--- src/rtl/uart_tx_fifo.sv ---
// Transmit-side byte FIFO between the host holding register and the UART transmitter.
// Optional sticky write-while-full flag enabled by defining UART_TX_FIFO_OVFL_EN.
module uart_tx_fifo #(
  parameter int unsigned ADDR_W = 4
) (
  input  logic              clk,
  input  logic              reset,
  input  logic [7:0]        tx_hold_reg,
  input  logic              fifo_write_n,
  input  logic              fifo_read_tx,
  output logic [7:0]        tx_dout_reg,
  output logic              fifo_empty,
  output logic              fifo_full,
  output logic [ADDR_W:0]   fifo_count,
  output logic              tx_overflow,
  input  logic              clr_ovfl
);

  localparam int unsigned DEPTH = 2 ** ADDR_W;
  localparam int unsigned CNT_W = ADDR_W + 1;

  logic [7:0]        mem [DEPTH];
  logic [ADDR_W-1:0] wptr;
  logic [ADDR_W-1:0] rptr;
  logic              wr_en_c;
  logic              rd_en_c;
  logic [CNT_W-1:0]  count_nxt_c;

  // Acceptance uses the registered flags, so a byte is never read in the cycle it lands.
  always_comb begin
    wr_en_c     = ~fifo_write_n & ~fifo_full;
    rd_en_c     = ~fifo_read_tx & ~fifo_empty;
    count_nxt_c = fifo_count + CNT_W'(wr_en_c) - CNT_W'(rd_en_c);
  end

  always_ff @(posedge clk) begin
    if (wr_en_c) begin
      mem[wptr] <= tx_hold_reg;
    end
  end

  always_ff @(posedge clk or posedge reset) begin
    if (reset) begin
      wptr        <= '0;
      rptr        <= '0;
      tx_dout_reg <= 8'h00;
      fifo_count  <= '0;
      fifo_empty  <= 1'b1;
      fifo_full   <= 1'b0;
    end else begin
      if (wr_en_c) begin
        wptr <= wptr + ADDR_W'(1);
      end
      if (rd_en_c) begin
        rptr        <= rptr + ADDR_W'(1);
        tx_dout_reg <= mem[rptr];
      end
      fifo_count <= count_nxt_c;
      fifo_empty <= (count_nxt_c == CNT_W'(0));
      fifo_full  <= (count_nxt_c == CNT_W'(DEPTH));
    end
  end

`ifdef UART_TX_FIFO_OVFL_EN
  // Set has priority over clear so a same-cycle overflow is never lost.
  always_ff @(posedge clk or posedge reset) begin
    if (reset) begin
      tx_overflow <= 1'b0;
    end else if (~fifo_write_n & fifo_full) begin
      tx_overflow <= 1'b1;
    end else if (clr_ovfl) begin
      tx_overflow <= 1'b0;
    end
  end
`else
  logic unused_clr_ovfl;
  assign unused_clr_ovfl = clr_ovfl;
  assign tx_overflow     = 1'b0;
`endif

endmodule

--- config.mk ---
export PLATFORM = sky130hd
export DESIGN_NAME = uart_tx_fifo
export DESIGN_NICKNAME = d
export VERILOG_FILES = /design/src/rtl/uart_tx_fifo.sv
export SDC_FILE = /design/constraint.sdc
export NUM_CORES = 1
export LEC_CHECK = 0
export BUFFER_PORTS_ARGS = -buffer_cell sky130_fd_sc_hd__clkbuf_2
export CORE_MARGIN = 1
export CORE_UTILIZATION = 31
export CTS_BUF_LIST = sky130_fd_sc_hd__clkbuf_16
export DETAILED_ROUTE_END_ITERATION = 8
export PLACE_DENSITY_LB_ADDON = 0.05
export SKIP_CTS_REPAIR_TIMING = 1
export SLEW_MARGIN = 20
export SYNTH_ARGS = -nofsm -noshare
export SYNTH_HDL_FRONTEND = slang
export SYNTH_SLANG_ARGS = --single-unit
--- constraint.sdc ---
create_clock -name clk -period 6.1 [get_ports clk]
set_input_delay 0 -clock clk [delete_from_list [all_inputs] [get_ports clk]]
set_output_delay 0 -clock clk [all_outputs]
set_load 0.005 [all_outputs]
==> out/results.txt <==
The repair_antennas step left the layout with diodes totalling 0. After layout, the design draws a total of 0.00342 W. Across all setup checks in the final design, the least slack found is 3100 ps.

The count of yosys warnings during synthesis was 0; the routed via count was 3,067. The post-route netlist has 17.6% of its cells at a drive strength greater than 1. For this run, the leading register cell type out of synthesis is sky130_fd_sc_hd__edfxtp_1. Averaged over all synthesized cells, the footprint is 16.7 um^2. Starting density of the core: 32.0%. Of the total synthesized cell area, the portion taken by AND, OR, NAND and NOR gates is 4.97%. Number of DRC violations after detailed-routing iteration 0: 198. Between clock sinks in the finished design, the worst skew comes to 8.56 ps.

The flip-flop and latch count after synthesis came out at 151. The run gives 3100 ps as the post-place setup slack. The checks that failed: negative hold slack. After synthesis, the share of flip-flops with an asynchronous set or reset is 15.2%. The logs give 3,180 for the number of global-route vias before repair and 44.4% for the power share of the sequential group. At the end of routability-driven placement, the weighted congestion stood at 0.709. The data required time of the critical path is 6410 ps. The worst hold path begins at tx_hold_reg[3]. Largest net degree at the start of global routing: 58. The wire length of the first global-routing pass was 20,300 um; the maximum fanout count along the critical path was 12. Static timing analysis puts the maximum clock frequency at 333 MHz. The worst pin sits at a relative slew slack of 23.7%. The layout-stage area growth over the synthesis result came out at 16.6%. The tools report the die footprint as 20,100 um^2.

The clock net in this run drives a total of 151 sinks. Setup repair after global routing left no endpoint under its margin. Initial antenna violation count: 0. The run gives 0 as the number of endpoints failing setup at the final stage. After Yosys synthesis, XOR and XNOR cells account for 1.30% of the synthesized area. At the pin with the least slew margin, the transition time is 1140 ps. After routing the design area is 7070 um^2. The flip-flop count of the largest register, all copies and words added was 128; the max-cap check violation count was 0. The net switching fraction of the power works out to 31.8%. For the final-stage net count, the log shows 421. After Yosys synthesis, full adders, half adders and majority gates account for 2.39% of the synthesized area. The H-tree was split into 4 levels. The longest clock path from root to sink contains 2 buffers.

Port buffering added 26 buffers. The count of standard-cell rows came out at 50. The beginning of the worst register-to-register path is fifo_empty. The sum of negative setup slack is 0 ps, and the switching component of the power is 0.00109 W. Kind of critical path: flop to flop.

The routed wirelength normalized by instance count is 20.2 um. In the synthesized netlist, the number of instances is 362. Counting every net in the synthesized netlist gives 386.

Tracing the worst setup path back leads to its startpoint at fifo_empty. STA puts the critical path data arrival time at 3310 ps. TritonCTS created 17 clock buffers.

Once placement finished, the instance area stood at 6480 um^2. The ratio of final minimum period to clock period is 49.2%, and the combinational share of power is 25.7%. Measured along the x axis, the die boundary spans 142 um. The die is 142 um tall.

The kind of path behind the tightest hold check was input pin to flop. The launching element type of the critical path is a flop. Counting flops with a built-in enable in the synthesized netlist gives 128. The sum of net half-perimeters after detailed placement came out at 8390 um.

The pre-antenna-repair detailed-routing pass consisted of 4 iterations. Final-report hold violation count: 15. Multiplexer cells account for 11.8% of the synthesized area. Summing the areas of all compound-gate instances in the mapped netlist gives 4.31% of the synthesized area. The tools report the leakage power figure as 2.52 nW. Global routing finished with a remaining overflow of 0.

Clock slew at the register clock pins of the worst setup and hold paths: 60 ps. In the routed layout, each cell is associated on average with a via count of 4.58. TritonCTS built the clock tree. The worst hold margin came out at -2.98 ps.

The detail route stage leaves a number of antenna-violating nets equal to 0. Global routing consumed, over all layers together, 14.7% of the routing resources. In the routed design, unresolved DRC markers number 0. The tools report the cell area after technology mapping as 6060 um^2.

The clock network burns 29.9% of the power. The flow ran to the end, but the final reports show violations. The run gives 13,500 um as the wire length after detailed routing. The insertion delay to the later sink of the worst-skew pair was 420 ps; the power per standard cell area was 484 nW/um^2.

The tools report the number of slew-limit violations in the final report as 0. After layout, the minimum clock period comes to 3000 ps. The run gives 19,000 um^2 as the core box area. Combinational family with the most area after synthesis: multiplexers. The filler cells instantiated in the layout total 1,776.

The tools report the largest voltage drop on the vdd net as 0.000225 V. The nature of the critical path endpoint was a flop. The number of distinct library cell variants in the gate-level netlist after synthesis is 36. Cells fill 37.3% of the core in the end. The tree is rooted in a sky130_fd_sc_hd__clkbuf_16.

The internal power consumption was 0.00233 W. Of the synthesized area, sequential elements account for 72.9%. 29 I/O pins were placed.
## per-stage QoR
step,hold slack (ps),instances
after floorplan,1.18,362
after global placement,76.0,636
after detailed placement,89.8,636
after CTS,-368,668
after global routing,26.4,670
final,-2.98,670
## logic make-up (layout without fill, tap and decap cells)
logic type | after synthesis | in the layout
AOI/OAI and AO/OA | 37 | 37
xor gates and xnor gates | 9 | 9
adders and majority gates | 11 | 11
buffers and inverters | 29 | 77
DFF | 151 | 151
muxes | 59 | 59
other | 1 | 1
and+or+nand+nor | 65 | 65
## routing by layer
metal | part of all wire (%) | GRT usage, % | vias up | wire length, um
li1 | - | - | 1457 | -
met3 | 3.7 | 3.85 | 11 | 495
met4 | 1.0 | 4.75 | 0 | 142
met1 | 47 | 19.5 | 1551 | 6420
met2 | 48 | 23.5 | 48 | 6480
met5 | 0 | 0 | - | 0
## cells in the final DEF (no fill, tap or decap), types with 5 or more instances in the layout
| cell | instances |
|---|---|
| sky130_fd_sc_hd__nor2_1 | 16 |
| sky130_fd_sc_hd__dfrtp_1 | 21 |
| sky130_fd_sc_hd__inv_1 | 15 |
| sky130_fd_sc_hd__ha_1 | 10 |
| sky130_fd_sc_hd__clkbuf_16 | 17 |
| sky130_fd_sc_hd__nand2_1 | 20 |
| sky130_fd_sc_hd__a22oi_1 | 17 |
| sky130_fd_sc_hd__clkinv_1 | 5 |
| sky130_fd_sc_hd__mux4_2 | 10 |
| sky130_fd_sc_hd__nand3_1 | 10 |
| sky130_fd_sc_hd__mux2i_1 | 48 |
| sky130_fd_sc_hd__a32oi_1 | 5 |
| sky130_fd_sc_hd__edfxtp_1 | 128 |
| sky130_fd_sc_hd__clkbuf_2 | 26 |
| sky130_fd_sc_hd__xnor2_1 | 8 |
## Yosys cell counts (2+ instances only)
cell type                  number  area (um^2)
sky130_fd_sc_hd__edfxtp_1     128         3840
sky130_fd_sc_hd__mux2i_1       48          480
sky130_fd_sc_hd__dfrtp_1       22          551
sky130_fd_sc_hd__nand2_1       20         75.1
sky130_fd_sc_hd__a22oi_1       17          128
sky130_fd_sc_hd__nor2_1        16         60.1
sky130_fd_sc_hd__inv_1         13         48.8
sky130_fd_sc_hd__ha_1          10          125
sky130_fd_sc_hd__mux4_2        10          225
sky130_fd_sc_hd__nand3_1       10         50.1
sky130_fd_sc_hd__xnor2_1        8         70.1
sky130_fd_sc_hd__buf_2          6         30.0
sky130_fd_sc_hd__a32oi_1        5         43.8
sky130_fd_sc_hd__buf_4          5         37.5
sky130_fd_sc_hd__clkbuf_1       5         18.8
sky130_fd_sc_hd__nor3_1         4         20.0
sky130_fd_sc_hd__o21ai_0        4         20.0
sky130_fd_sc_hd__a21boi_0       3         22.5
sky130_fd_sc_hd__a21oi_1        3         15.0
sky130_fd_sc_hd__nor2b_1        3         18.8
sky130_fd_sc_hd__a21boi_1       2         15.0
sky130_fd_sc_hd__nand2b_1       2         12.5
sky130_fd_sc_hd__nor3b_1        2         15.0
sky130_fd_sc_hd__nor4_1         2         12.5
sky130_fd_sc_hd__o21ai_1        2         10.0
sky130_fd_sc_hd__or3_1          2         12.5
## final cells by class
class                   count  area [um^2]  share of cell area, %
inverters                  13         48.8                  0.690
clock buffers              17          425                   6.02
clock inverters            15          144                   2.04
flip-flops and latches    151         4420                   62.6
repair buffers             32          180                   2.55
well taps                 260          325                   4.60
multi-input cells         182         1520                   21.5
## worst max-delay path, stage by stage (launching register included)
cell	delay (ps)
sky130_fd_sc_hd__dfstp_2	560
sky130_fd_sc_hd__or2_2	340
sky130_fd_sc_hd__inv_1	220
sky130_fd_sc_hd__ha_1	310
sky130_fd_sc_hd__inv_1	50
sky130_fd_sc_hd__ha_1	150
sky130_fd_sc_hd__inv_1	50
sky130_fd_sc_hd__fa_1	480
sky130_fd_sc_hd__inv_1	50
sky130_fd_sc_hd__or3_1	410
sky130_fd_sc_hd__nor4_1	270
## power by group through the flow
stage / clock network, W / registers [W] / logic, W
2_1_floorplan: 0 / 0.00138 / 0.000734
3_3_place_gp: 0 / 0.00154 / 0.000887
3_5_place_dp: 0 / 0.00155 / 0.000896
4_1_cts: 0.00105 / 0.00153 / 0.000900
5_1_grt: 0.00109 / 0.00155 / 0.000978
6_report: 0.00102 / 0.00152 / 0.000880
## path summary, 6_finish.rpt
check                           cells past startpoint              to  slack (ps)
worst max register to register                     10      fifo_empty        3100
worst max-delay path                               10      fifo_empty        3100
min in group asynchronous                           4       fifo_full         180
worst min-delay path                                1      mem[14][3]          -3
worst min register to register                      2  tx_dout_reg[7]         490
max in group asynchronous                           4         rptr[1]        5600
Power figures use the tool's default switching activity.
